$ cat src/rtl/code_entry_display.sv
// Code-entry digit store with backspace, invalid-digit flagging and an active-low
// 7-segment display with a blinking cursor and optional digit masking.
module code_entry_display #(
  parameter int unsigned NUM_DIGITS   = 4,
  parameter int unsigned BLINK_CYCLES = 25000000,
  parameter int unsigned CNT_W        = $clog2(NUM_DIGITS + 1)
) (
  input  logic                      clk,
  input  logic                      sys_reset_n,
  input  logic                      restart_pulse,
  input  logic                      store_digit_pulse,
  input  logic                      backspace_pulse,
  input  logic [3:0]                current_digit,
  input  logic                      mask_en,
  output logic [4*NUM_DIGITS-1:0]   entered_code,
  output logic [CNT_W-1:0]          digit_count,
  output logic                      code_full,
  output logic                      invalid_digit,
  output logic [7*NUM_DIGITS-1:0]   hex_segs
);

  localparam int unsigned BW = (BLINK_CYCLES > 1) ? $clog2(BLINK_CYCLES) : 1;
  localparam logic [6:0] SEG_BLANK  = 7'h7F;
  localparam logic [6:0] SEG_DASH   = 7'h3F;
  localparam logic [6:0] SEG_CURSOR = 7'h77;

  function automatic logic [7*NUM_DIGITS-1:0] reset_segs();
    logic [7*NUM_DIGITS-1:0] s;
    for (int unsigned k = 0; k < NUM_DIGITS; k++) begin
      s[7*k +: 7] = (k == NUM_DIGITS - 1) ? SEG_CURSOR : SEG_BLANK;
    end
    return s;
  endfunction

  localparam logic [7*NUM_DIGITS-1:0] SEGS_RST = reset_segs();

  function automatic logic [6:0] glyph(input logic [3:0] d);
    case (d)
      4'd0:    glyph = 7'h40;
      4'd1:    glyph = 7'h79;
      4'd2:    glyph = 7'h24;
      4'd3:    glyph = 7'h30;
      4'd4:    glyph = 7'h19;
      4'd5:    glyph = 7'h12;
      4'd6:    glyph = 7'h02;
      4'd7:    glyph = 7'h78;
      4'd8:    glyph = 7'h00;
      4'd9:    glyph = 7'h10;
      default: glyph = SEG_BLANK;
    endcase
  endfunction

  logic [4*NUM_DIGITS-1:0] code_q, code_d;
  logic [CNT_W-1:0]        count_q, count_d;
  logic                    full_q, full_d;
  logic                    invalid_q, invalid_d;
  logic [BW-1:0]           blink_q, blink_d;
  logic                    phase_q, phase_d;
  logic [7*NUM_DIGITS-1:0] segs_q, segs_d;
  logic                    accept;
  int unsigned             cnt;

  // Command decode: restart beats backspace beats store.
  always_comb begin
    code_d    = code_q;
    count_d   = count_q;
    invalid_d = 1'b0;
    accept    = 1'b0;
    cnt       = 32'(count_q);
    if (restart_pulse) begin
      code_d  = '0;
      count_d = '0;
      accept  = 1'b1;
    end else if (backspace_pulse) begin
      if (cnt != 0) begin
        for (int unsigned k = 0; k < NUM_DIGITS; k++) begin
          if (k == NUM_DIGITS - cnt) code_d[4*k +: 4] = 4'h0;
        end
        count_d = count_q - CNT_W'(1);
        accept  = 1'b1;
      end
    end else if (store_digit_pulse) begin
      if (cnt < NUM_DIGITS) begin
        if (current_digit <= 4'd9) begin
          for (int unsigned k = 0; k < NUM_DIGITS; k++) begin
            if (k == NUM_DIGITS - 1 - cnt) code_d[4*k +: 4] = current_digit;
          end
          count_d = count_q + CNT_W'(1);
          accept  = 1'b1;
        end else begin
          invalid_d = 1'b1;
        end
      end
    end
    full_d = (count_d == CNT_W'(NUM_DIGITS));
  end

  // Cursor blink timer; any accepted edit restarts it in the visible phase.
  always_comb begin
    blink_d = blink_q + BW'(1);
    phase_d = phase_q;
    if (accept) begin
      blink_d = '0;
      phase_d = 1'b1;
    end else if (blink_q == BW'(BLINK_CYCLES - 1)) begin
      blink_d = '0;
      phase_d = ~phase_q;
    end
  end

  // Display image from current state; slot NUM_DIGITS-1 is leftmost.
  always_comb begin
    segs_d = '0;
    for (int unsigned j = 0; j < NUM_DIGITS; j++) begin
      int unsigned p;
      p = NUM_DIGITS - 1 - j;
      segs_d[7*j +: 7] = SEG_BLANK;
      if (p < 32'(count_q)) begin
        if (mask_en && (p != 32'(count_q) - 1)) segs_d[7*j +: 7] = SEG_DASH;
        else                                    segs_d[7*j +: 7] = glyph(code_q[4*j +: 4]);
      end else if ((p == 32'(count_q)) && (32'(count_q) < NUM_DIGITS) && phase_q) begin
        segs_d[7*j +: 7] = SEG_CURSOR;
      end
    end
  end

  always_ff @(posedge clk or negedge sys_reset_n) begin
    if (!sys_reset_n) begin
      code_q    <= '0;
      count_q   <= '0;
      full_q    <= 1'b0;
      invalid_q <= 1'b0;
      blink_q   <= '0;
      phase_q   <= 1'b1;
      segs_q    <= SEGS_RST;
    end else begin
      code_q    <= code_d;
      count_q   <= count_d;
      full_q    <= full_d;
      invalid_q <= invalid_d;
      blink_q   <= blink_d;
      phase_q   <= phase_d;
      segs_q    <= segs_d;
    end
  end

  assign entered_code  = code_q;
  assign digit_count   = count_q;
  assign code_full     = full_q;
  assign invalid_digit = invalid_q;
  assign hex_segs      = segs_q;

endmodule

$ cat config.mk
export PLATFORM = sky130hd
export DESIGN_NAME = code_entry_display
export DESIGN_NICKNAME = d
export VERILOG_FILES = /design/src/rtl/code_entry_display.sv
export SDC_FILE = /design/constraint.sdc
export NUM_CORES = 1
export LEC_CHECK = 0
export CAP_MARGIN = 10
export CORE_MARGIN = 1
export CORE_UTILIZATION = 48
export CTS_BUF_LIST = sky130_fd_sc_hd__clkbuf_4 sky130_fd_sc_hd__clkbuf_8 sky130_fd_sc_hd__clkbuf_16
export CTS_CLUSTER_SIZE = 40
export DETAILED_ROUTE_END_ITERATION = 12
export PLACE_DENSITY_LB_ADDON = 0.15
export SETUP_SLACK_MARGIN = 0.5
export SLEW_MARGIN = 20
export SYNTH_ARGS = -nofsm -noshare
export SYNTH_HDL_FRONTEND = slang
export SYNTH_SLANG_ARGS = --single-unit
export TNS_END_PERCENT = 1
$ cat constraint.sdc
create_clock -name clk -period 3.69 [get_ports clk]
set_clock_uncertainty 0.1 [all_clocks]
set_input_delay 0.9225 -clock clk [delete_from_list [all_inputs] [get_ports clk]]
set_output_delay 0.9225 -clock clk [all_outputs]
set_load 0.02 [all_outputs]
==> results of run 1 <==
## cell families after synthesis
logic type | Yosys count | share of synthesized area
AO/OA/AOI/OAI | 102 | 0.138
XOR/XNOR | 20 | 0.0411
adder cells (fa/ha/maj) | 35 | 0.103
buffers and inverters | 39 | 0.0381
flip-flops | 75 | 0.448
multiplexers | 9 | 0.0232
AND/OR/NAND/NOR | 154 | 0.208
## Yosys cell counts (4+ instances only)
| cell type | number | area [sq um] |
|---|---|---|
| sky130_fd_sc_hd__o21ai_0 | 49 | 245 |
| sky130_fd_sc_hd__dfrtp_1 | 47 | 1180 |
| sky130_fd_sc_hd__ha_1 | 35 | 438 |
| sky130_fd_sc_hd__nand2_1 | 35 | 131 |
| sky130_fd_sc_hd__dfstp_2 | 28 | 736 |
| sky130_fd_sc_hd__a21oi_1 | 25 | 125 |
| sky130_fd_sc_hd__inv_1 | 20 | 75.1 |
| sky130_fd_sc_hd__nor2_1 | 18 | 67.6 |
| sky130_fd_sc_hd__clkbuf_1 | 16 | 60.1 |
| sky130_fd_sc_hd__xnor2_1 | 14 | 123 |
| sky130_fd_sc_hd__nand2b_1 | 10 | 62.6 |
| sky130_fd_sc_hd__nand3_1 | 10 | 50.1 |
| sky130_fd_sc_hd__nor2_2 | 10 | 62.6 |
| sky130_fd_sc_hd__nand4b_1 | 9 | 78.8 |
| sky130_fd_sc_hd__nand4_1 | 8 | 50.1 |
| sky130_fd_sc_hd__nor3_1 | 8 | 40.0 |
| sky130_fd_sc_hd__mux2_2 | 7 | 78.8 |
| sky130_fd_sc_hd__nor3b_1 | 7 | 52.6 |
| sky130_fd_sc_hd__or3_1 | 7 | 43.8 |
| sky130_fd_sc_hd__and3_1 | 6 | 37.5 |
| sky130_fd_sc_hd__xor2_1 | 6 | 52.6 |
| sky130_fd_sc_hd__nor4_1 | 5 | 31.3 |
| sky130_fd_sc_hd__or4_1 | 5 | 37.5 |
| sky130_fd_sc_hd__a32oi_1 | 4 | 35.0 |
| sky130_fd_sc_hd__nor2b_1 | 4 | 25.0 |
| sky130_fd_sc_hd__o2111ai_1 | 4 | 35.0 |
## what timing repair did
action / in CTS / in global routing
hold buffers: 0 / 0
gates resized for setup: 0 / 1
endpoints found under the setup margin: 0 / 8
## final cells by class
type | instances | area, sq um | share of cell area
inverters | 20 | 75.1 | 0.0144
clock inverters | 4 | 95.1 | 0.0183
clock buffers | 12 | 165 | 0.0318
multi-input cells | 320 | 2200 | 0.423
repair buffers | 63 | 616 | 0.118
well taps | 108 | 135 | 0.0260
flip-flops and latches | 75 | 1910 | 0.368
## state kept, by name, indices dropped and copies added, names as in the netlist
register / cells
blink_q: 25
code_full: 1
digit_count: 3
entered_code: 16
hex_segs: 28
invalid_digit: 1
phase_q: 1
## report_power, final
group          switching [mW]  internal [mW]  leakage (nW)
sequential             0.0548          0.944         0.942
clock                   0.300          0.504         0.133
combinational           0.390          0.282         0.971
total                   0.745           1.73          2.05
## through the flow
stage | hold WS, ns | instances | setup WS [ns] | area, sq um | utilization
6_report | 0.371 | 602 | 0.773 | 5200 | 0.599
5_1_grt | 0.397 | 602 | 0.585 | 5200 | 0.599
4_1_cts | 0.377 | 602 | 0.601 | 5190 | 0.599
3_5_place_dp | 0.363 | 586 | 0.544 | 4930 | 0.569
3_3_place_gp | 0.361 | 586 | 0.599 | 4930 | 0.568
2_1_floorplan | 0.341 | 434 | 0.941 | 4260 | -
## critical path: stages, from the launching register on
cell and delay (ns):
sky130_fd_sc_hd__dfrtp_1 0.58, sky130_fd_sc_hd__inv_1 0.18, sky130_fd_sc_hd__ha_1 0.32, sky130_fd_sc_hd__ha_1 0.26, sky130_fd_sc_hd__or4b_2 0.71, sky130_fd_sc_hd__o21ai_2 0.36
sky130_fd_sc_hd__nand4b_1 0.17, sky130_fd_sc_hd__a21oi_1 0.16
## per-layer routing
metal  vias up  GRT usage  share of wire
li1       1653          -              -
met1      1641      0.272           0.46
met2        77      0.374           0.49
met3        18     0.0458          0.033
met4         0     0.0784          0.022
met5         -          0              0
## worst paths after layout
kind	slack (ns)	depth (start not counted)	to	from
max in group asynchronous	2.29	1	blink_q[2]	sys_reset_n
setup reg to reg	0.77	7	entered_code[4]	digit_count[0]
hold / removal	0.37	1	blink_q[0]	blink_q[0]
setup / recovery	0.77	7	entered_code[4]	digit_count[0]
hold reg to reg	0.37	1	blink_q[0]	blink_q[0]
min in group asynchronous	0.60	1	hex_segs[24]	sys_reset_n
==> summary.md, run 1 <==
The tools report the portion of the post-synthesis area used by sequential elements as 0.448. The clock tree synthesis step divided the H-tree into 3 levels. The average instance in the mapped netlist occupies 9.83 sq um.

In the synthesized netlist the dominant register cell turns out to be sky130_fd_sc_hd__dfrtp_1. From bottom edge to top edge, the die measures 96.3 microns. The critical path endpoint category was a register. The clock passes through at most 2 buffers.

The DRC violation count after routing is 0, and the post-synthesis cell count is 434. The total count of max-transition violations in the final report is 0. The pre-antenna-repair detailed-routing pass consisted of 4 iterations.

The total via count in the routed design came out at 3,389. The run gives 0.491 as the initial standard-cell utilization of the core. Power comes to 2.47 mW.

The analysis attributes to cell leakage a power of 2.05 nW. The layout has 780 filler cells. The die covers 9260 sq um. TritonCTS built the clock tree. For the number of setup buffers added after CTS, the log shows 0. The total global routing overflow is 0.

Type of the tightest min-delay check: reg -> reg. Routability-driven placement finished with a final weighted congestion of 0.873. The top cell types in the final layout, fill and taps aside, are sky130_fd_sc_hd__clkdlybuf4s50_1 (57), sky130_fd_sc_hd__o21ai_0 (49), sky130_fd_sc_hd__dfrtp_1 (47).

In the final routed layout, each cell accounts on average for 15.5 microns. The most common cell after layout, fill and taps aside is sky130_fd_sc_hd__clkdlybuf4s50_1. The overall global routing resource usage is 0.219. The number of synthesized flops with an enable pin works out to 0. The logs give 8680 sq um for the total core area and 0.35 ns for the later-pin clock latency in the skew report. The number of sinks driven by the clock tree was 75; the slew at the pin with the worst max-slew slack was 0.913 ns. Number of antenna violations at the first check in global routing: 0. For the number of violations of the max-capacitance limit, the log shows 0. The floorplan step set the die width to 96.3 microns. The count of pins on the block boundary is 59, and the peak fanout along the critical path is 11. IR analysis of the VDD net gives a maximum drop of 201 uV. In this run, synthesis produced a sequential element count of 75. At the worst endpoint, the required time is 3.87 ns. For the total clock buffers created by CTS, the log shows 9.

For this block, the routed nets add up to 9.31 mm of wire. Launching element type of the critical path: a register. During synthesis, Yosys emitted a total of 0 warnings. The post-synthesis async set-or-reset flop share was 1.00; the final net count was 534. In this run the power density over the cells is 476 nW/um^2.

The final critical path time including I/O delays and setup is 2.92 ns. Setup repair after global routing left no endpoint under its margin. After routing, the total negative slack on setup checks comes to 0 ns. Setup violations remaining at the end of the flow were counted as 0. The critical path in this run is classified as reg -> reg. The tools report the post-detailed-placement half-perimeter wirelength as 6.52 mm. After clock tree synthesis, the clock-pin slew on the worst setup and hold paths is 0.08 ns. The layout overhead on the synthesized area is 21.9%, and the fmax is 343 MHz. Data arrives at the worst endpoint at 3.09 ns.

The run gives 168 as the iteration-0 DRC count of the detailed router. Synthesis produced a netlist with a net count of 479. The tree is rooted in a sky130_fd_sc_hd__clkbuf_8. The final clock period utilization by the worst path works out to 0.790.

The tools report the global-route wire length before repair as 15.4 mm. The logs give 76 for the pin count of the biggest net entering global routing and 0 for the antenna cell count. The number of global-route vias before repair was 3,289.

After floorplanning, the core was divided into 34 placement rows. The run finished with clean final reports. The post-synthesis instance area is 4260 sq um, and the worst-case headroom to the max-slew limit is 0.391. The number of port buffers works out to 58. The ratio of cells with drive above 1 in the final layout is 0.158, and the post-detailed-route via-to-cell ratio is 5.63.

The logs give 50 for the number of distinct library cells after synthesis and 0 for the number of hold violations in the final report. In this run the remaining antenna-violating nets after routing total 0.
(Power assumes the default switching activity.)
==> run 2, diff against run 1 <==
==> constraint.sdc (replaced) <==
create_clock -name clk -period 2.5 [get_ports clk]
set_clock_uncertainty 0.1 [all_clocks]
set_input_delay 0.625 -clock clk [delete_from_list [all_inputs] [get_ports clk]]
set_output_delay 0.625 -clock clk [all_outputs]
set_load 0.02 [all_outputs]
==> run 2 against run 1 <==
Utilization grew 3.4 points. Clock power grew 24%. Worst hold slack lost 0.18 ns. Via count grew 4.2%. Cell count grew 4.8%. Register-to-register slack lost 0.49 ns. Non-clock buffer count grew 28. Combinational power grew 67%. Critical path type is now in -> reg.
==> summary.md, run 2 (synthesis gave the netlist of run 1 again) <==
Setup repair after global routing could not meet its margin everywhere. The sequential cell area in the final layout was 1920 sq um (+0.59%); the total core area was 8680 sq um (unchanged). The required time of the critical path is 2.67 ns (-1.20 ns), and the number of port buffers is 58 (unchanged). The placer congestion estimate is 0.919 (+5.2%). By startpoint and endpoint, the worst setup path is classified as in -> reg.

The final clock period utilization by the worst path was 0.894; the total wire length after detailed routing was 9.55 mm (+2.6%). The logs give 59 (unchanged) for the count of pins on the block boundary and 3.58 mW (+45%) for the post-layout total power. The tools report the number of global-route vias before repair as 3,177 (-3.4%). The worst hold path belongs to the class in -> async.

The total clock buffers created by CTS came out at 9 (unchanged). The tools report the number of antenna-violating nets in the routed design as 0 (unchanged). The peak fanout along the critical path is 9 (-2), and the iteration-0 DRC count of the detailed router is 173 (+3.0%). Maximum ir drop on the vdd rail: 366 uV (+82%). The setup-violating endpoint count in the final report was 0 (unchanged); the area taken by multi-input logic gates was 2300 sq um (+4.3%).

The total global routing overflow was 0 (unchanged); the number of violations of the max-capacitance limit was 0 (unchanged). The total count of max-transition violations in the final report was 0 (unchanged). The number of antenna violations at the first check in global routing was 0 (unchanged); the ratio of cells with drive above 1 in the final layout was 0.239 (+0.0811). The logs give 76 (unchanged) for the pin count of the biggest net entering global routing and 2 (unchanged) for the clock tree buffer depth. The tools report the global-route wire length before repair as 15.2 mm (-1.4%). The arrival time at the worst endpoint is 2.40 ns (-0.69 ns). The worst setup path is launched from an input pin. The area growth from synthesis to layout is 28.8%.

The overall global routing resource usage was 0.216 (-0.00322); the number of fill cells was 709 (-9.1%). The first-pass iteration count of the detailed router was 4 (unchanged); the initial standard-cell utilization of the core was 0.491 (unchanged). The standby leakage power is 2.19 nW (+7.3%), and the clock input transition at the sequential cells of the worst setup and hold paths is 0.08 ns (about the same). Post-detailed-route via-to-cell ratio: 5.60 (-0.57%).

For the number of hold violations in the final report, the log shows 0 (unchanged). The depth of the CTS H-tree was 3 (unchanged); the average routed wire per standard cell was 15.1 microns (-2.1%). The tree is rooted in a sky130_fd_sc_hd__clkbuf_8. The final design area excluding fillers is 5490 sq um (+5.7%). The run gives 5160 sq um (+4.6%) as the cell area after placement.

The hold buffer count at cts was 0 (unchanged). The largest individual stage delay along the critical path comes from the cell sky130_fd_sc_hd__or4b_4. The logs give 448 MHz for the fmax and 9260 sq um (unchanged) for the floorplan die area. The slew at the pin with the worst max-slew slack was 0.479 ns (-0.434 ns). Final critical path time including I/O delays and setup: 2.23 ns. The flow ran to the end, and the final reports show no timing, DRC or antenna violations. The top cell types in the final layout, fill and taps aside, are sky130_fd_sc_hd__clkdlybuf4s50_1 (55), sky130_fd_sc_hd__o21ai_0 (49), sky130_fd_sc_hd__dfrtp_1 (38). Vertical extent of the die: 96.3 microns (unchanged). Worst-case headroom to the max-slew limit: 0.678 (+0.286). For the number of sinks driven by the clock tree, the log shows 75 (unchanged). Horizontal extent of the die: 96.3 microns (unchanged).

Antenna cell count: 0 (unchanged). The run gives 0.36 ns (about the same) as the later-pin clock latency in the skew report. The run gives 3,532 (+4.2%) as the total via count in the routed design. The tools report the critical path endpoint category as a register. The run gives 563 (+5.4%) as the final net count.

The library cell used most frequently in the layout, excluding fill and tap cells, is sky130_fd_sc_hd__clkdlybuf4s50_1. The critical path goes through clkdlybuf4s50_1 > or4b_4 > o21ai_4 > nand4b_1 > a21oi_1. The cell row count is 34 (unchanged).

The delay of the slowest critical-path stage was 0.62 ns (-0.09 ns). The flip-flop count of the largest register after layout works out to 28 (unchanged). TritonCTS built the clock tree. The power density over the cells is 652 nW/um^2 (+37%), and the DRC violation count after routing is 0 (unchanged). The tools report the post-detailed-placement half-perimeter wirelength as 6.69 mm (+2.6%).
==> run 2: per-layer routing <==
metal | share of wire | wire (microns) | GRT usage | vias up
met5 | 0 | 0 | 0 | -
met4 | 0.025 | 243 | 0.0970 | 0
met3 | 0.046 | 436 | 0.0411 | 25
met2 | 0.48 | 4620 | 0.343 | 106
met1 | 0.45 | 4260 | 0.284 | 1687
li1 | - | - | - | 1714
==> run 2: final cells by class <==
| cell class | instances | share of cell area |
|---|---|---|
| Tap cell | 108 | 0.0246 |
| Clock inverter | 4 | 0.00865 |
| Inverter | 20 | 0.0141 |
| Timing Repair Buffer | 91 | 0.155 |
| Sequential cell | 75 | 0.350 |
| Clock buffer | 12 | 0.0301 |
| Multi-Input combinational cell | 321 | 0.418 |
==> run 2: metrics by stage <==
| stage | worst slack [ns] | utilization | instances | setup TNS (ns) | hold slack, ns |
|---|---|---|---|---|---|
| after floorplan | 0.394 | - | 434 | 0 | 0.229 |
| after global placement | -0.0925 | 0.595 | 606 | -0.719 | 0.360 |
| after global routing | 0.188 | 0.633 | 631 | 0 | 0.219 |
| after CTS | 0.260 | 0.626 | 626 | 0 | 0.213 |
| final | 0.266 | 0.633 | 631 | 0 | 0.194 |
| after detailed placement | -0.156 | 0.595 | 606 | -1.64 | 0.369 |
==> run 2: power breakdown <==
group          internal (mW)  leakage [nW]  total (mW)  switching (mW)
clock                  0.540         0.108       0.994           0.454
combinational          0.500          1.16        1.12           0.624
sequential              1.40         0.928        1.47          0.0703
total                   2.44          2.19        3.58            1.15
==> run 2: path summary, 6_finish.rpt <==
kind	startpoint	endpoint	slack (ns)	cells past startpoint
max	backspace_pulse	entered_code[11]	0.27	5
min	sys_reset_n	entered_code[2]	0.19	2
max reg2reg	digit_count[0]	entered_code[14]	0.28	7
min reg2reg	blink_q[0]	blink_q[0]	0.38	1
max in group asynchronous	sys_reset_n	hex_segs[20]	1.75	2
min in group clk	blink_q[0]	blink_q[0]	0.38	1
==> run 2: repair_timing <==
item / 4_1_cts / 5_1_grt
resized for setup: 11 / 2
endpoints found under the setup margin: 95 / 110
pin swaps: 3 / 2
setup buffers: 3 / 5
endpoints found under the hold margin: 0 / 0
cloned: 1 / 0
==> run 2: worst max-delay path, delay by kind of cell <==
kind / cells / cell delay (ns)
AOI/OAI and AO/OA: 2 / 0.44
buffers and inverters: 1 / 0.56
and+or+nand+nor: 2 / 0.76
==> run 3, diff against run 2 <==
--- a/config.mk
+++ b/config.mk
@@ -11,8 +11,10 @@
 export CTS_BUF_LIST = sky130_fd_sc_hd__clkbuf_4 sky130_fd_sc_hd__clkbuf_8 sky130_fd_sc_hd__clkbuf_16
 export CTS_CLUSTER_SIZE = 40
 export DETAILED_ROUTE_END_ITERATION = 12
+export DONT_BUFFER_PORTS = 1
 export PLACE_DENSITY_LB_ADDON = 0.15
 export SETUP_SLACK_MARGIN = 0.5
+export SKIP_LAST_GASP = 1
 export SLEW_MARGIN = 20
 export SYNTH_ARGS = -nofsm -noshare
 export SYNTH_HDL_FRONTEND = slang
==> run 3 against run 2 <==
Utilization shrank 6.7 points. Via count shrank 8.9%. Sequential power grew 11%. Clock power grew 14%. Critical path depth is the same. Worst hold slack lost 0.17 ns. Largest cell class unchanged.
==> summary.md, run 3 (synthesis gave the netlist of run 1 again) <==
The flow ran to the end, and the final reports show no timing, DRC or antenna violations. The initial standard-cell utilization of the core was 0.491 (unchanged). The run gives 0.209 (-0.105) as the combinational fraction of design power. In this run the worst hold path is classified as in -> async. The run gives 2300 sq um (+0.33%) as the area taken by multi-input logic gates. The fraction of power spent switching nets is 0.315 (-0.00558).

The number of violations of the max-capacitance limit was 0 (unchanged); the final setup slack of the worst path was 0.325 ns (+0.0593 ns). The final net count is 492 (-13%), and the number of global-route vias before repair is 2,979 (-6.2%). Arrival time at the worst endpoint: 2.30 ns (-0.10 ns). The number of antenna-violating nets in the routed design is 0 (unchanged). The clock input transition at the sequential cells of the worst setup and hold paths was 0.08 ns (about the same); the depth of the CTS H-tree was 3 (unchanged). The vertical extent of the die was 96.3 microns (unchanged).

The sequential power share is 0.467 (+0.058), and the antenna cell count is 0 (unchanged). The run gives 0.291 ns (+0.447 ns) as the worst-case setup slack after placement. The count of pins on the block boundary came out at 59 (unchanged).

The power density over the cells is 709 nW/um^2 (+8.6%). The logs give 4 (unchanged) for the first-pass iteration count of the detailed router and 1.92 nW (-12%) for the standby leakage power. The total wire length after detailed routing is 9.60 mm (+0.43%), and the number of antenna violations at the first check in global routing is 0 (unchanged). The logs give 740 (+4.4%) for the number of fill cells and 460 MHz (+2.7%) for the fmax.

The sequential cell area in the final layout is 1920 sq um (-0.19%). Clock tree buffer depth: 2 (unchanged). Setup repair after global routing could not meet its margin everywhere. The pin count of the biggest net entering global routing is 51 (-33%). The worst hold slack across all endpoints is 0.0271 ns (-0.167 ns), and the internal power contribution is 2.39 mW (-2.0%). The total global routing overflow came out at 0 (unchanged).

STA classifies the critical path endpoint as a register. The switching power of the nets is 1.10 mW (-4.5%). Later-pin clock latency in the skew report: 0.35 ns (about the same). The worst setup path is of the reg -> reg kind. The flip-flop count of the largest register after layout came out at 28 (unchanged). The tools report the cell row count as 34 (unchanged).

The logs give 14.7 mm (-3.0%) for the global-route wire length before repair and 9 (unchanged) for the total clock buffers created by CTS. The final clock period utilization by the worst path was 0.870 (-0.0237). For the number of sinks driven by the clock tree, the log shows 75 (unchanged). The final critical path time including I/O delays and setup is 2.17 ns (-0.0593 ns).

TritonCTS built the clock tree. The tools report the maximum ir drop on the vdd rail as 333 uV (-9.2%). The worst-case headroom to the max-slew limit is 0.518 (-0.159). For the overall global routing resource usage, the log shows 0.210 (-0.00595).

The launching element type of the critical path is a register. The run gives 0.33 ns (+0.05 ns) as the worst-case register-to-register setup slack. The run gives 2.62 ns (-0.05 ns) as the required time of the critical path.

The post-detailed-placement half-perimeter wirelength is 6.21 mm (-7.2%). The peak fanout along the critical path is 6 (-3). The post-detailed-route via-to-cell ratio was 5.74 (+2.6%).

The setup-violating endpoint count in the final report was 0 (unchanged). For the iteration-0 DRC count of the detailed router, the log shows 124 (-28%). The total count of max-transition violations in the final report was 0 (unchanged); the DRC violation count after routing was 0 (unchanged).

The ratio of cells with drive above 1 in the final layout was 0.241 (+0.00214). Placer congestion estimate: 0.876 (-4.7%). The tools report the total via count in the routed design as 3,217 (-8.9%). Slew at the pin with the worst max-slew slack: 0.718 ns (+0.239 ns). The average routed wire per standard cell was 17.1 microns (+13%); the floorplan die area was 9260 sq um (unchanged). In the layout the commonest cells are sky130_fd_sc_hd__o21ai_0 (49), sky130_fd_sc_hd__dfrtp_1 (41), sky130_fd_sc_hd__nand2_1 (34). Most common cell after layout, fill and taps aside: sky130_fd_sc_hd__o21ai_0. The horizontal extent of the die is 96.3 microns (unchanged), and the layout overhead on the synthesized area is 15.2%. The run gives 0 (unchanged) as the number of hold violations in the final report.

For the clock group share of total power, the log shows 0.324 (+0.047). The tree is rooted in a sky130_fd_sc_hd__clkbuf_8. For the final-layout setup total negative slack, the log shows 0 ns (unchanged). The total core area was 8680 sq um (unchanged). The number of port buffers is 0 (-100%).
run 3: what timing repair did:
| action | CTS | global route |
|---|---|---|
| endpoints found under the hold margin | 50 | 14 |
| cloned | 0 | 3 |
| gates resized for setup | 1 | 11 |
| pin swaps | 0 | 3 |
| setup buffers | 0 | 5 |
| hold buffers | 2 | 2 |
| setup endpoints to repair | 44 | 53 |
run 3: worst paths after layout:
| kind | from | to | cells after the start |
|---|---|---|---|
| setup / recovery | blink_q[9] | blink_q[24] | 5 |
| hold / removal | sys_reset_n | entered_code[11] | 1 |
| setup reg to reg | blink_q[9] | blink_q[24] | 5 |
| hold reg to reg | blink_q[0] | blink_q[0] | 1 |
| max in group asynchronous | sys_reset_n | hex_segs[21] | 1 |
| min in group clk | restart_pulse | entered_code[5] | 1 |
run 3: power groups by stage:
stage	registers [mW]	clock network (mW)	logic [mW]
3_5_place_dp	1.65	0	0.645
2_1_floorplan	1.65	0	0.469
3_3_place_gp	1.65	0	0.637
4_1_cts	1.62	1.16	0.679
6_report	1.63	1.13	0.727
5_1_grt	1.65	1.20	0.813
run 3: cell type report:
class | count | area share
inverter | 20 | 0.0158
multi-input combinational | 320 | 0.469
timing repair buffer | 21 | 0.0481
clock inverter | 5 | 0.0209
sequential | 75 | 0.391
clock buffer | 11 | 0.0283
tap | 108 | 0.0275
run 3: metrics by stage:
| step | power [mW] | instance area, sq um | std cells | utilization |
|---|---|---|---|---|
| floorplan | 2.12 | 4340 | 434 | - |
| global placement | 2.28 | 4470 | 532 | 0.515 |
| detailed placement | 2.29 | 4470 | 532 | 0.515 |
| CTS | 3.46 | 4750 | 550 | 0.547 |
| global route | 3.66 | 4910 | 560 | 0.566 |
| finish | 3.48 | 4910 | 560 | 0.566 |
run 3: critical path, stage by stage (launching register included):
cell	delay [ns]
sky130_fd_sc_hd__dfrtp_2	0.45
sky130_fd_sc_hd__or4b_1	0.53
sky130_fd_sc_hd__or3_4	0.43
sky130_fd_sc_hd__o21ai_4	0.29
sky130_fd_sc_hd__clkbuf_16	0.22
sky130_fd_sc_hd__a21oi_2	0.03
run 3: metal layers:
layer / GRT usage / routed length [microns]
met3: 0.0561 / 507
met4: 0.0771 / 184
met2: 0.330 / 4640
met1: 0.276 / 4260
met5: 0 / 0
